[config.mk]
export PLATFORM = sky130hd
export DESIGN_NAME = card_draw_unit_flat
export DESIGN_NICKNAME = d
export VERILOG_FILES = /design/src/rtl/card_draw_unit_if.sv /design/src/rtl/card_draw_unit.sv /design/src/flat_wrapper.sv
export SDC_FILE = /design/constraint.sdc
export NUM_CORES = 1
export LEC_CHECK = 0
export CORE_MARGIN = 10
export CORE_UTILIZATION = 55
export DETAILED_ROUTE_END_ITERATION = 10
export PLACE_DENSITY = 0.8
export REMOVE_ABC_BUFFERS = 1
export SLEW_MARGIN = 20
export SYNTH_ARGS = -nofsm -noshare
export SYNTH_HDL_FRONTEND = slang
export SYNTH_SLANG_ARGS = --single-unit
[constraint.sdc]
create_clock -name clk -period 5.35 [get_ports clk]
set_input_delay 0.535 -clock clk [delete_from_list [all_inputs] [get_ports clk]]
set_output_delay 0.535 -clock clk [all_outputs]
set_load 0.01 [all_outputs]
[src/rtl/card_draw_unit_if.sv]
// Draw request / result bundle between GameControl and the card draw unit.
// The master issues requests; the slave scans and returns the selected card.
interface card_draw_unit_if;
  logic         draw_req;
  logic [105:0] available_card;
  logic         busy;
  logic         draw_done;
  logic         draw_empty;
  logic [6:0]   draw_idx;
  logic [5:0]   draw_card;

  modport master (
    output draw_req,
    output available_card,
    input  busy,
    input  draw_done,
    input  draw_empty,
    input  draw_idx,
    input  draw_card
  );

  modport slave (
    input  draw_req,
    input  available_card,
    output busy,
    output draw_done,
    output draw_empty,
    output draw_idx,
    output draw_card
  );
endinterface

[src/rtl/card_draw_unit.sv]
// Random card draw: snapshot the deck, start at an LFSR-derived position,
// scan one slot per cycle with wrap-around, report card or empty deck.
module card_draw_unit #(
  parameter logic [15:0] SEED = 16'hACE1
) (
  input  logic            clk,
  input  logic            rst,
  card_draw_unit_if.slave bus
);

  typedef enum logic [1:0] {
    IDLE,
    SCAN,
    DONE
  } state_t;

  state_t       r_state;
  state_t       w_state_nxt;

  logic [15:0]  r_lfsr;
  logic [105:0] r_snap;
  logic [6:0]   r_ptr;
  logic [6:0]   r_cnt;
  logic [6:0]   r_idx;
  logic [5:0]   r_card;
  logic         r_empty;

  logic [6:0]   w_l;
  logic [6:0]   w_start;
  logic [6:0]   w_ptr_inc;
  logic [5:0]   w_card;
  logic         w_accept;
  logic         w_av_zero;
  logic         w_hit;
  logic         w_last;
  logic         w_fb;

  assign w_fb      = r_lfsr[15] ^ r_lfsr[13]
                   ^ r_lfsr[12] ^ r_lfsr[10];
  assign w_l       = r_lfsr[6:0];
  assign w_start   = (w_l < 7'd106) ? w_l
                                    : w_l - 7'd106;
  assign w_ptr_inc = (r_ptr == 7'd105) ? 7'd0
                                       : r_ptr + 7'd1;
  // Two instances per type: upper half folds onto 0..52
  assign w_card    = (r_ptr < 7'd53) ? r_ptr[5:0]
                                     : r_ptr[5:0] - 6'd53;
  assign w_av_zero = (bus.available_card == '0);
  assign w_accept  = (r_state == IDLE) && bus.draw_req;
  assign w_hit     = (r_state == SCAN) && r_snap[r_ptr];
  assign w_last    = (r_state == SCAN) && !r_snap[r_ptr]
                  && (r_cnt == 7'd105);

  always_comb begin
    w_state_nxt = r_state;
    unique case (r_state)
      IDLE: begin
        if (bus.draw_req)
          w_state_nxt = w_av_zero ? DONE : SCAN;
      end
      SCAN: begin
        if (w_hit || w_last)
          w_state_nxt = DONE;
      end
      DONE:    w_state_nxt = IDLE;
      default: w_state_nxt = IDLE;
    endcase
  end

  always_ff @(posedge clk or negedge rst) begin
    if (!rst) r_state <= IDLE;
    else      r_state <= w_state_nxt;
  end

  always_ff @(posedge clk or negedge rst) begin
    if (!rst) begin
      r_lfsr  <= SEED;
      r_snap  <= '0;
      r_ptr   <= '0;
      r_cnt   <= '0;
      r_idx   <= '0;
      r_card  <= '0;
      r_empty <= 1'b0;
    end else begin
      r_lfsr <= {r_lfsr[14:0], w_fb};
      if (w_accept) begin
        r_snap  <= bus.available_card;
        r_ptr   <= w_start;
        r_cnt   <= '0;
        r_empty <= w_av_zero;
      end else if (w_hit) begin
        r_idx   <= r_ptr;
        r_card  <= w_card;
        r_empty <= 1'b0;
      end else if (r_state == SCAN) begin
        r_ptr <= w_ptr_inc;
        r_cnt <= r_cnt + 7'd1;
        if (w_last) r_empty <= 1'b1;
      end
    end
  end

  assign bus.busy       = (r_state != IDLE);
  assign bus.draw_done  = (r_state == DONE);
  assign bus.draw_empty = (r_state == DONE) && r_empty;
  assign bus.draw_idx   = r_idx;
  assign bus.draw_card  = r_card;

endmodule

[src/flat_wrapper.sv]
// flat-port wrapper written by rule: the top's interface ports become plain ports
module card_draw_unit_flat 
#(
  parameter logic [15:0] SEED = 16'hACE1
)
  (clk, rst, bus_draw_req, bus_available_card, bus_busy, bus_draw_done, bus_draw_empty, bus_draw_idx, bus_draw_card);
  card_draw_unit_if bus_i ();
  input  logic clk;
  input  logic rst;
  input wire logic [$bits(bus_i.draw_req)-1:0] bus_draw_req;
  input wire logic [$bits(bus_i.available_card)-1:0] bus_available_card;
  output wire logic [$bits(bus_i.busy)-1:0] bus_busy;
  output wire logic [$bits(bus_i.draw_done)-1:0] bus_draw_done;
  output wire logic [$bits(bus_i.draw_empty)-1:0] bus_draw_empty;
  output wire logic [$bits(bus_i.draw_idx)-1:0] bus_draw_idx;
  output wire logic [$bits(bus_i.draw_card)-1:0] bus_draw_card;
  assign bus_i.draw_req = bus_draw_req;
  assign bus_i.available_card = bus_available_card;
  assign bus_busy = bus_i.busy;
  assign bus_draw_done = bus_i.draw_done;
  assign bus_draw_empty = bus_i.draw_empty;
  assign bus_draw_idx = bus_i.draw_idx;
  assign bus_draw_card = bus_i.draw_card;
  card_draw_unit #(.SEED(SEED)) u_core (.clk(clk), .rst(rst), .bus(bus_i));
endmodule
==> flow_metrics.py, run 1 <==
metrics = {
    "synth": {
        "synth-seq-cells": 152,
        "synth_cells": 777,
        "synth_edf_count": 0,
        "yosys_warnings": 0,
        "yosysTopAreaCell": "dfrtp_1",
        "synth_top_area_share": 0.490,
        "syn_area_per_cell_um2": 9.47,
        "yosys_most_used_dff": "dfrtp_1",
        "seq_area_frac_synth": 0.518,
        "syn_area_um2": 7360,
        "synth_area_leaders": "dfrtp_1 49%, nand2_1 18%, mux4_2 4.9%, dfstp_2 2.9%, mux2i_1 2.7%",
        "synthArstFlopShare": 1.00,
        "synth_cell_types": 59,
    },
    "setup_path": {
        "crit_fanout": 20,
        "path_buf_inv": 1,
        "max_stage_delay_ns": 0.89,
        "rr_startpoint": "u_core.r_ptr[0]",
        "worstPathRequired_ns": 5.67,
        "arrival_ns": 4.20,
        "cp_top_family": "simple AND/OR/NAND/NOR gates",
        "reg2regPathDepth": 8,
        "crit_end": "u_core.bus.draw_idx[3]",
        "r2r_setup_slack_ns": 1.46,
        "crit_chain": "buf_4 > mux4_2 > and3_1 > a311oi_1 > nor3b_1 > o21ai_2 > nand2_1 > mux2_2",
        "critPathCaptureType": "register",
        "cp_num_cells": 8,
        "critPathKind": "reg2reg",
        "cp-start-kind": "register",
        "slowest_stage": "dfrtp_1",
        "cp-startpoint": "u_core.r_ptr[0]",
        "reg2reg_to": "u_core.bus.draw_idx[3]",
    },
    "timing": {
        "setup_slack_ns": 1.46,
        "setup_viol": 0,
        "clock_skew_ns": 0.00796,
        "rsz0062_at_grt": "false",
        "finalCritPeriodShare": 0.726,
        "hold_violations": 0,
        "fmax_mhz": 257,
        "layout_min_cycle_time_ns": 3.89,
        "slew-limit-headroom": 0.333,
        "tightestPinTransition_ns": 1.00,
        "drv_slew": 0,
    },
    "floorplan": {
        "start_util": 0.558,
        "coreArea_um2": 13200,
        "pin_count": 125,
        "chipHeight_um": 136,
        "die_w_um": 136,
        "fp-row-count": 42,
        "fp.dieArea_um2": 18400,
    },
    "global_routing": {
        "grt_pass1_wl_mm": 32.8,
        "grt_pass1_vias": 6448,
        "grt-ovfl-total": 0,
        "antenna_found_initial": 0,
        "grt_max_degree": 108,
        "grt_usage": 0.227,
    },
    "clock_tree": {
        "clkSlewWorstSetupHoldPaths_ns": 0.06,
        "clock-root-buffer": "clkbuf_16",
        "cts-hold-fix-buffers": 0,
        "cts_resized": 0,
        "cts_setup_buffers": 0,
        "cts_tree": "done",
        "clock_path_buffers": 2,
        "numCtsBuffers": 17,
        "clkSinkCount": 152,
        "clk_latency_ns": 0.44,
        "htree_levels": 4,
    },
    "drt": {
        "drc": 0,
        "num_vias": 6260,
        "ant_nets": 0,
        "wl_per_cell_um": 19.1,
        "drt-initial-drc-count": 456,
        "drtPass1Iterations": 5,
        "drt-total-wl_mm": 20.4,
        "viasPerCell": 5.85,
    },
    "place": {
        "dp_hpwl_mm": 14.8,
        "gp_congestion": 0.893,
        "pre_cts_ws_ns": 1.50,
        "placed_cell_area_um2": 8670,
        "io_buffers": 124,
    },
    "power_and_ir_drop": {
        "powerDensity_nw_per_um2": 552,
        "power_leakage_nw": 4.29,
        "ir_drop_v": 0.000319,
    },
    "worst_hold_path": {
        "hp-class": "in2async",
    },
    "final_layout": {
        "stdcell_area_um2": 9240,
        "diodes": 0,
        "final_nets": 997,
        "final_layout_size_suffix_gt1_frac": 0.102,
        "area_growth_pct": 25.5,
    },
    "run_status": {
        "status": "finished, final reports clean",
    },
    "run": {
        "cap_violations": 0,
    },
}
## layer usage
layer  share of wire  global-route usage  vias up
li1                -                   -     2838
met3           0.066              0.0571       53
met4           0.032               0.105        0
met2            0.51               0.387      270
met5               0                   0        -
met1            0.39               0.262     3099
## registers in the layout (all words and copies together), names as in the netlist
register and flops:
u_core.r_lfsr 16, u_core.bus.draw_card 6, u_core.r_cnt 7, u_core.r_state 2
u_core.r_ptr 7, u_core.r_empty 1, u_core.bus.draw_idx 7, u_core.r_snap 106
## cell usage in the layout, fill, tap and decap left out, types with 5 or more instances in the layout
master,count
nand2_1,345
dfrtp_1,143
clkdlybuf4s50_1,123
nor4_1,27
mux2i_1,20
nor2_1,20
clkbuf_16,17
mux4_2,16
mux2_2,16
inv_1,11
nand4_1,9
xnor2_1,8
o21ai_0,8
dfstp_2,8
nor2b_1,7
a21oi_1,7
nand2b_1,7
nand3_1,6
ha_1,6
a221oi_1,5
o2bb2ai_1,5
inv_6,5
buf_4,5
## cells in the mapped netlist (8+ instances only)
master / n
xnor2_1: 8
dfrtp_1: 144
mux2i_1: 20
nor4_1: 27
clkbuf_1: 30
nor2_1: 20
inv_1: 11
nand2_1: 345
dfstp_2: 8
mux4_2: 16
o21ai_0: 8
nand4_1: 9
mux2_2: 16
## area by class of cell
cell class / count / area [um^2]
clock inverter: 15 / 144
tap: 176 / 220
timing repair buffer: 129 / 1280
clock buffer: 17 / 425
multi-input combinational: 570 / 3310
sequential: 152 / 3810
fill: 1004 / 3950
inverter: 12 / 45.0
## stage by stage
stage          hold WS [ns]  utilization  setup TNS [ns]  power [mW]  std cells
2_1_floorplan         0.239            -         -190.14        3.28        734
3_3_place_gp          0.342        0.657               0        3.84       1039
3_5_place_dp          0.346        0.657               0        3.93       1039
4_1_cts               0.263        0.700               0        5.11       1071
5_1_grt               0.304        0.700               0        5.41       1071
6_report              0.203        0.700               0        5.10       1071
## worst min-delay path by stage
stage	startpoint	to	slack, ns	cells past startpoint
2_1_floorplan	rst	u_core.bus.draw_card[0]	0.24	0
6_report	rst	u_core.r_snap[18]	0.20	1
3_3_place_gp	u_core.r_lfsr[14]	u_core.r_lfsr[15]	0.34	0
5_1_grt	rst	u_core.r_snap[15]	0.30	1
4_1_cts	rst	u_core.r_snap[29]	0.26	1
3_5_place_dp	u_core.r_lfsr[14]	u_core.r_lfsr[15]	0.35	0
## where the power goes
group,internal (mW),switching [mW]
combinational,0.895,1.00
clock,0.647,0.506
sequential,1.61,0.441
## cell families (layout without fill, tap and decap cells)
family          count (synthesis)  in the layout  share of synthesized area
simple gates                  440            440                      0.251
flops                         152            152                      0.518
buf+inv                        55            173                     0.0337
xor+xnor                       10             10                     0.0119
fa+ha+maj                       6              6                     0.0102
compound gates                 57             57                     0.0597
mux                            57             57                      0.115
Power figures use the tool's default switching activity.
==> run 2: changes to the inputs <==
CORE_UTILIZATION = 53   (was 55)
PLACE_DENSITY = 0.78   (was 0.8)
clock period = 3.6 ns   (was 5.35 ns; I/O delays follow)
==> run 2 against run 1 <==
Effect of this change:
- combinational power increased by 59%
- power increased by 52%
- final cell count up 0.84%
- utilization is 2.0 points lower
- first-iteration DRC count up 8.3%
- die area increased by 3.2%
- hold slack improved by 0.15 ns
- clock skew down 0.00051 ns
- wire length is 0.98% higher
- global-route usage down 0.19 points
- critical endpoint is now u_core.bus.draw_card[0]
- largest cell class unchanged
==> flow_metrics.py, run 2 (synthesized netlist as in run 1, its figures left out) <==
metrics = {
    "setup_path": {
        "worstPathRequired_ns": 3.91,
        "critPathKind": "reg2reg",
        "cp-start-kind": "register",
        "crit_fanout": 19,
        "arrival_ns": 3.50,
        "critPathCaptureType": "register",
        "reg2regPathDepth": 8,
    },
    "timing": {
        "drv_slew": 0,
        "fmax_mhz": 313,
        "rsz0062_at_grt": "false",
        "tightestPinTransition_ns": 1.02,
        "layout_min_cycle_time_ns": 3.20,
        "hold_violations": 0,
        "slew-limit-headroom": 0.322,
        "setup_viol": 0,
        "finalCritPeriodShare": 0.888,
        "clock_skew_ns": 0.00745,
    },
    "worst_hold_path": {
        "hp-class": "reg2reg",
        "hold_path_depth": 0,
    },
    "place": {
        "dp_hpwl_mm": 14.9,
        "dp_cells": 1049,
        "io_buffers": 124,
        "gp_congestion": 0.884,
    },
    "floorplan": {
        "pin_count": 125,
        "die_w_um": 138,
        "fp-row-count": 43,
        "chipHeight_um": 138,
        "fp.dieArea_um2": 19000,
        "coreArea_um2": 13700,
        "start_util": 0.537,
    },
    "drt": {
        "drtPass1Iterations": 7,
        "viasPerCell": 5.65,
        "ant_nets": 0,
        "drt-total-wl_mm": 20.7,
        "drc": 0,
        "wl_per_cell_um": 19.1,
        "num_vias": 6102,
        "drt-initial-drc-count": 494,
    },
    "final_layout": {
        "area_growth_pct": 26.8,
        "largest_registers": "u_core.r_snap (106), u_core.r_lfsr (16)",
        "final_cells": 1080,
        "final_nets": 1004,
        "final_common_cell": "nand2_1",
        "largest_register_ffs": 106,
        "postLayoutCoreUtil": 0.681,
        "max_flop_register": "u_core.r_snap",
        "diodes": 0,
        "final_cell_mix": "345 x nand2_1, 143 x dfrtp_1, 123 x clkdlybuf4s50_1",
        "final_layout_size_suffix_gt1_frac": 0.104,
    },
    "clock_tree": {
        "clk_latency_ns": 0.43,
        "clkSinkCount": 152,
        "clock-root-buffer": "clkbuf_16",
        "cts_setup_buffers": 0,
        "clkSlewWorstSetupHoldPaths_ns": 0.06,
        "cts_tree": "done",
        "numCtsBuffers": 17,
        "clock_path_buffers": 2,
        "htree_levels": 4,
    },
    "global_routing": {
        "grt_pass1_vias": 6319,
        "grt-ovfl-total": 0,
        "antenna_found_initial": 0,
        "grt_usage": 0.225,
        "grt_pass1_wl_mm": 33.3,
        "grt_max_degree": 117,
    },
    "run_status": {
        "status": "finished, final reports clean",
    },
    "power_and_ir_drop": {
        "power_frac_comb": 0.389,
        "power_leakage_nw": 4.35,
        "switching_power_mw": 2.87,
        "clkPwrFrac": 0.231,
        "netSwitchingFraction": 0.369,
        "ir_drop_v": 0.000391,
        "powerDensity_nw_per_um2": 831,
        "seqPwrFrac": 0.380,
        "internal-power_mw": 4.89,
    },
    "run": {
        "cap_violations": 0,
    },
}
[run 2: final cells by class]
| class | instances | area, um^2 |
|---|---|---|
| fillers | 1063 | 4380 |
| well taps | 180 | 225 |
| flip-flops and latches | 152 | 3810 |
| repair buffers | 136 | 1360 |
| clock buffers | 20 | 457 |
| inverters | 12 | 45.0 |
| multi-input cells | 570 | 3310 |
| clock inverters | 10 | 128 |
[run 2: worst paths after layout]
check / from / end / slack, ns
worst max-delay path: u_core.r_ptr[0] / u_core.bus.draw_card[0] / 0.40
worst min-delay path: u_core.r_lfsr[14] / u_core.r_lfsr[15] / 0.35
worst max register to register: u_core.r_ptr[0] / u_core.bus.draw_card[0] / 0.40
worst min register to register: u_core.r_lfsr[14] / u_core.r_lfsr[15] / 0.35
max in group asynchronous: rst / u_core.r_snap[56] / 2.09
min in group asynchronous: rst / u_core.r_snap[26] / 0.52
[run 2: metal layers]
metal  up-vias  global-route usage  part of all wire
met5         -                   0                 0
met1      3028               0.281              0.41
li1       2845                   -                 -
met2       199               0.380              0.51
met3        30              0.0529             0.059
met4         0              0.0689             0.020
[run 2: per-stage QoR]
step | hold WS (ns) | setup WS [ns] | cell area [um^2] | TNS [ns] | power, mW
6_report | 0.351 | 0.403 | 9340 | 0 | 7.76
5_1_grt | 0.366 | 0.164 | 9340 | 0 | 8.24
4_1_cts | 0.356 | 0.413 | 9340 | 0 | 7.76
3_5_place_dp | 0.343 | 0.430 | 8740 | 0 | 5.93
3_3_place_gp | 0.335 | 0.504 | 8740 | 0 | 5.82
2_1_floorplan | 0.0644 | -4.64 | 7160 | -391.39 | 4.87
[run 2: worst max-delay path, cell delays in order (launching register included)]
cell and delay [ns]:
dfrtp_1 0.75, mux4_1 0.63, mux2_2 0.29, a221oi_2 0.25
and3_1 0.20, o21ai_2 0.17, nand2_1 0.14, buf_4 0.27
mux2_2 0.37
[run 2: power by group through the flow]
stage | Clock, mW | Combinational, mW | Sequential, mW
detailed placement | 0 | 2.99 | 2.94
global placement | 0 | 2.89 | 2.93
global route | 1.87 | 3.34 | 3.02
finish | 1.79 | 3.02 | 2.95
floorplan | 0 | 2.04 | 2.83
CTS | 1.80 | 3.02 | 2.94
[run 2: timing repair]
action / CTS / global route
endpoints found under the setup margin: 0 / 0
resized for setup: 0 / 0
endpoints found under the hold margin: 4 / 0
hold buffers: 1 / 0
==> RTL change 1: new RTL, flow settings as in run 1 <==
Encoding of `state_t`: now one-hot (3 bits for 3 states).
--- a/src/rtl/card_draw_unit.sv
+++ b/src/rtl/card_draw_unit.sv
@@ -9,8 +9,8 @@
 );
 
-  typedef enum logic [1:0] {
-    IDLE,
-    SCAN,
-    DONE
+  typedef enum logic [2:0] {
+    IDLE = 3'b001,
+    SCAN = 3'b010,
+    DONE = 3'b100
   } state_t;
 
Check against the original RTL: no difference found for any inputs over 10 cycles, from zero or initial values and one cycle with rst low; not proved beyond that.
==> RTL change 1 against run 1 <==
Sequential cell count increased by 1. Sequential power decreased by 2%. First-iteration DRC count increased by 42%. Critical path depth increased by 1. Total power decreased by 3.6%. Cell area increased by 0.80%. Fmax increased by 19%. Final cell count decreased by 0.37%. Clock power increased by 3%. Wire length decreased by 5.1%. Synthesized area increased by 1.1%. Worst setup slack improved by 0.61 ns. Highest routed layer unchanged.
==> RTL change 1: results (changes against run 1) <==
yosys.area_share.xor_xnor_pct: 1.06  # was 1.19%
cp_max_fo: 26  # was 20
share_comb_of_total_power_pct: 35.0  # was 37.2%
drive_gt1_share_pct: 9.20  # was 10.2%
synth_compound_area_share_pct: 5.85  # was 5.97%
seq-cell-share_pct: 41.3  # about the same
num_vias: 6098  # was 6260
design.final.nets: 993  # was 997
met2RoutedLength_mm: 9.67  # was 10.5 mm
number_of_non_clock_buffers: 128  # was 129
wirelength_met1_mm: 7.87  # was 7.92 mm
detail_route.wl_per_cell_um: 18.2  # was 19.1 um
largest_vdd_supply_drop_v: 0.000295  # was 0.000319 V
yosys.cell_types.count: 64  # was 59
area.sequential_um2: 3840  # was 3810 um^2
multi_input_combinational_area_share_pct: 36.0  # was 35.8%
muxShareOfSynthArea_pct: 11.6  # was 11.5%
gr-usage-met3_pct: 6.16  # was 5.71%
total_of_fill_cells_in_the_finished_design: 1009  # was 1004
cpMaxStageDelayCell: "mux4_1"  # was dfrtp_1
pin_count_of_the_biggest_net_entering_global_routing: 119  # was 108
place.gp.congestion: 0.828  # was 0.893
non_clock_buffer_area_share_pct: 13.7  # was 13.9%
wire_length_of_the_first_global_routing_pass_mm: 31.6  # was 32.8 mm
clkLatencyLatePin_ns: 0.42  # was 0.44 ns
placed_cells: 1035  # was 1039
multi_input_gates: 569  # was 570
met1_usage_in_global_routing_pct: 25.4  # was 26.2%
final.signal_inverter_count: 9  # was 12
hpwl_after_detailed_placement_mm: 13.9  # was 14.8 mm
initialDrtViolationCount: 647  # was 456
netlist_top_cells_area: "dfrtp_1, nand2_1, mux4_1"  # was dfrtp_1, nand2_1, mux4_2
max-slew-margin-rel_pct: 31.9  # was 33.3%
grt_use_total_pct: 21.5  # was 22.7%
wl_met3_mm: 1.39  # was 1.34 mm
crit_path_max_incr_delay_ns: 0.59  # was 0.89 ns
power_switching_mw: 1.77  # was 1.95 mW
postSynthAreaPerCell_um2: 9.62  # was 9.47 um^2
status: "completed"  # unchanged
layout.sequential_cells: 153  # was 152
postPlaceCellArea_um2: 8710  # was 8670 um^2
leading_cell_types_by_count_after_synthesis: "nand2_1, dfrtp_1, clkbuf_1"  # unchanged
cp.arrival_ns: 3.58  # was 4.20 ns
via_count_of_the_first_global_routing_pass: 6426  # was 6448
met2_global_route_usage_pct: 36.2  # was 38.7%
power.leakage_nw: 4.32  # was 4.29 nW
clock_skew_ns: 0.00760  # was 0.00796 ns
path_delay_family: "multiplexers"  # was simple AND/OR/NAND/NOR gates
drt_wl_total_mm: 19.4  # was 20.4 mm
detailedPlace.worstSlack_ns: 2.10  # was 1.50 ns
yosys.area_share.adder_pct: 1.01  # was 1.02%
seq_area_frac_synth_pct: 51.6  # was 51.8%
final.clkbuf_count: 25  # was 17
[RTL change 1: cell types whose count changed in the layout (fill, tap and decap cells not counted), sizes merged, moves of 4 or more]
| cell | change |
|---|---|
| clkinvlp | -4 |
| a221oi | -5 |
| o2bb2ai | -5 |
| inv | -7 |
| nand2 | -6 |
| nor3 | +5 |
| clkbuf | +8 |
| o31ai | +5 |
[RTL change 1: final timing paths]
kind                       slack (ns)               from                 to  depth (start not counted)
max                              2.07    u_core.r_ptr[0]    u_core.r_ptr[1]                          9
min                              0.18                rst   u_core.r_lfsr[4]                          1
max reg2reg                      2.07    u_core.r_ptr[0]    u_core.r_ptr[1]                          9
min reg2reg                      0.35  u_core.r_lfsr[14]  u_core.r_lfsr[15]                          0
max in group asynchronous        3.87                rst    u_core.r_ptr[2]                          2
min in group clk                 0.35  u_core.r_lfsr[14]  u_core.r_lfsr[15]                          0
==> RTL change 2: new RTL, flow settings as in run 1 <==
Made on the original files. Compare `r_cnt` against `7'd105` with >= in place of ==.
--- a/src/rtl/card_draw_unit.sv
+++ b/src/rtl/card_draw_unit.sv
@@ -50,5 +50,5 @@
   assign w_hit     = (r_state == SCAN) && r_snap[r_ptr];
   assign w_last    = (r_state == SCAN) && !r_snap[r_ptr]
-                  && (r_cnt == 7'd105);
+                  && (r_cnt >= 7'd105);
 
   always_comb begin
Function: same outputs for any inputs over 4 cycles, from zero or initial values and one cycle with rst low; that may be too few to reach the edited logic, so the function may still have changed.
==> RTL change 2 against run 1 <==
Sequential cell count unchanged. Synthesized area is 1.3% lower. Largest cell class unchanged. Cell area is 0.16% higher. Critical endpoint is now u_core.r_cnt[0]. Total power rose by 2.6%. Highest routed layer unchanged. Wire length shrank 1.2%. Worst setup slack gained 0.43 ns.
==> RTL change 2: results (changes against run 1) <==
via_count_of_the_first_global_routing_pass: 6450  # was 6448
yosys.area_share.xor_xnor_pct: 1.21  # was 1.19%
drt_wl_total_mm: 20.2  # was 20.4 mm
cp_max_fo: 40  # was 20
yosys.cell_types.count: 51  # was 59
largest_vdd_supply_drop_v: 0.000287  # was 0.000319 V
netlist_top_cells_area: "dfrtp_1, nand2_1, mux4_2"  # unchanged
postSynthAreaPerCell_um2: 9.33  # was 9.47 um^2
switching_share_pct: 35.7  # was 38.2%
seq_area_frac_synth_pct: 52.5  # was 51.8%
place.gp.congestion: 0.915  # was 0.893
max-slew-margin-rel_pct: 29.4  # was 33.3%
drive_gt1_share_pct: 9.39  # was 10.2%
pin_count_of_the_biggest_net_entering_global_routing: 115  # was 108
initialDrtViolationCount: 661  # was 456
total_of_fill_cells_in_the_finished_design: 881  # was 1004
status: "completed"  # unchanged
grt_use_total_pct: 22.5  # was 22.7%
crit_path_max_incr_delay_ns: 0.65  # was 0.89 ns
yosys.area_share.adder_pct: 1.03  # was 1.02%
clock_skew_ns: 0.0102  # was 0.00796 ns
synth_compound_area_share_pct: 6.23  # was 5.97%
postPlaceCellArea_um2: 8570  # was 8670 um^2
power.leakage_nw: 4.28  # was 4.29 nW
num_vias: 6324  # was 6260
RTL change 2: changes by cell type after synthesis, moves of 6 or more:
cell | before | now
nand2_1 | 345 | 332
a21oi_1 | 7 | 18
nor2_1 | 20 | 27
o21ai_0 | 8 | 15
mux2_2 | 16 | 10
o211ai_1 | 1 | 7
RTL change 2: worst paths after layout:
| path | end | slack, ns | depth (start not counted) |
|---|---|---|---|
| worst max-delay path | u_core.r_cnt[0] | 1.90 | 9 |
| worst min-delay path | u_core.r_snap[4] | 0.21 | 1 |
| worst min register to register | u_core.r_lfsr[15] | 0.36 | 0 |
| worst max register to register | u_core.r_cnt[0] | 1.90 | 9 |
| max in group asynchronous | u_core.r_snap[32] | 3.97 | 2 |
| min in group clk | u_core.r_lfsr[15] | 0.36 | 0 |
RTL change 2: layer usage:
metal / global-route usage, % / vias to the layer above / wire (um) / part of all wire [%]
li1: - / 2835 / - / -
met1: 27.8 / 3141 / 8110 / 40
met2: 37.2 / 316 / 10100 / 50
met3: 6.05 / 32 / 1590 / 7.9
met4: 7.60 / 0 / 396 / 2.0
met5: 0 / - / 0 / 0
RTL change 2: final cells by class:
type                    count  area [um^2]  share of cell area [%]
flip-flops and latches    152         3810                    41.2
multi-input cells         571         3230                    34.9
repair buffers            129         1280                    13.8
clock buffers              21          480                    5.19
well taps                 172          215                    2.33
clock inverters            11          191                    2.07
inverters                  11         41.3                   0.446
RTL change 2: power groups by stage:
stage | combinational (mW) | clock (mW) | sequential, mW
2_1_floorplan | 1.26 | 0 | 1.93
3_3_place_gp | 1.76 | 0 | 1.98
3_5_place_dp | 1.83 | 0 | 2.01
4_1_cts | 1.86 | 1.35 | 2.00
5_1_grt | 2.06 | 1.40 | 2.06
6_report | 1.87 | 1.35 | 2.01
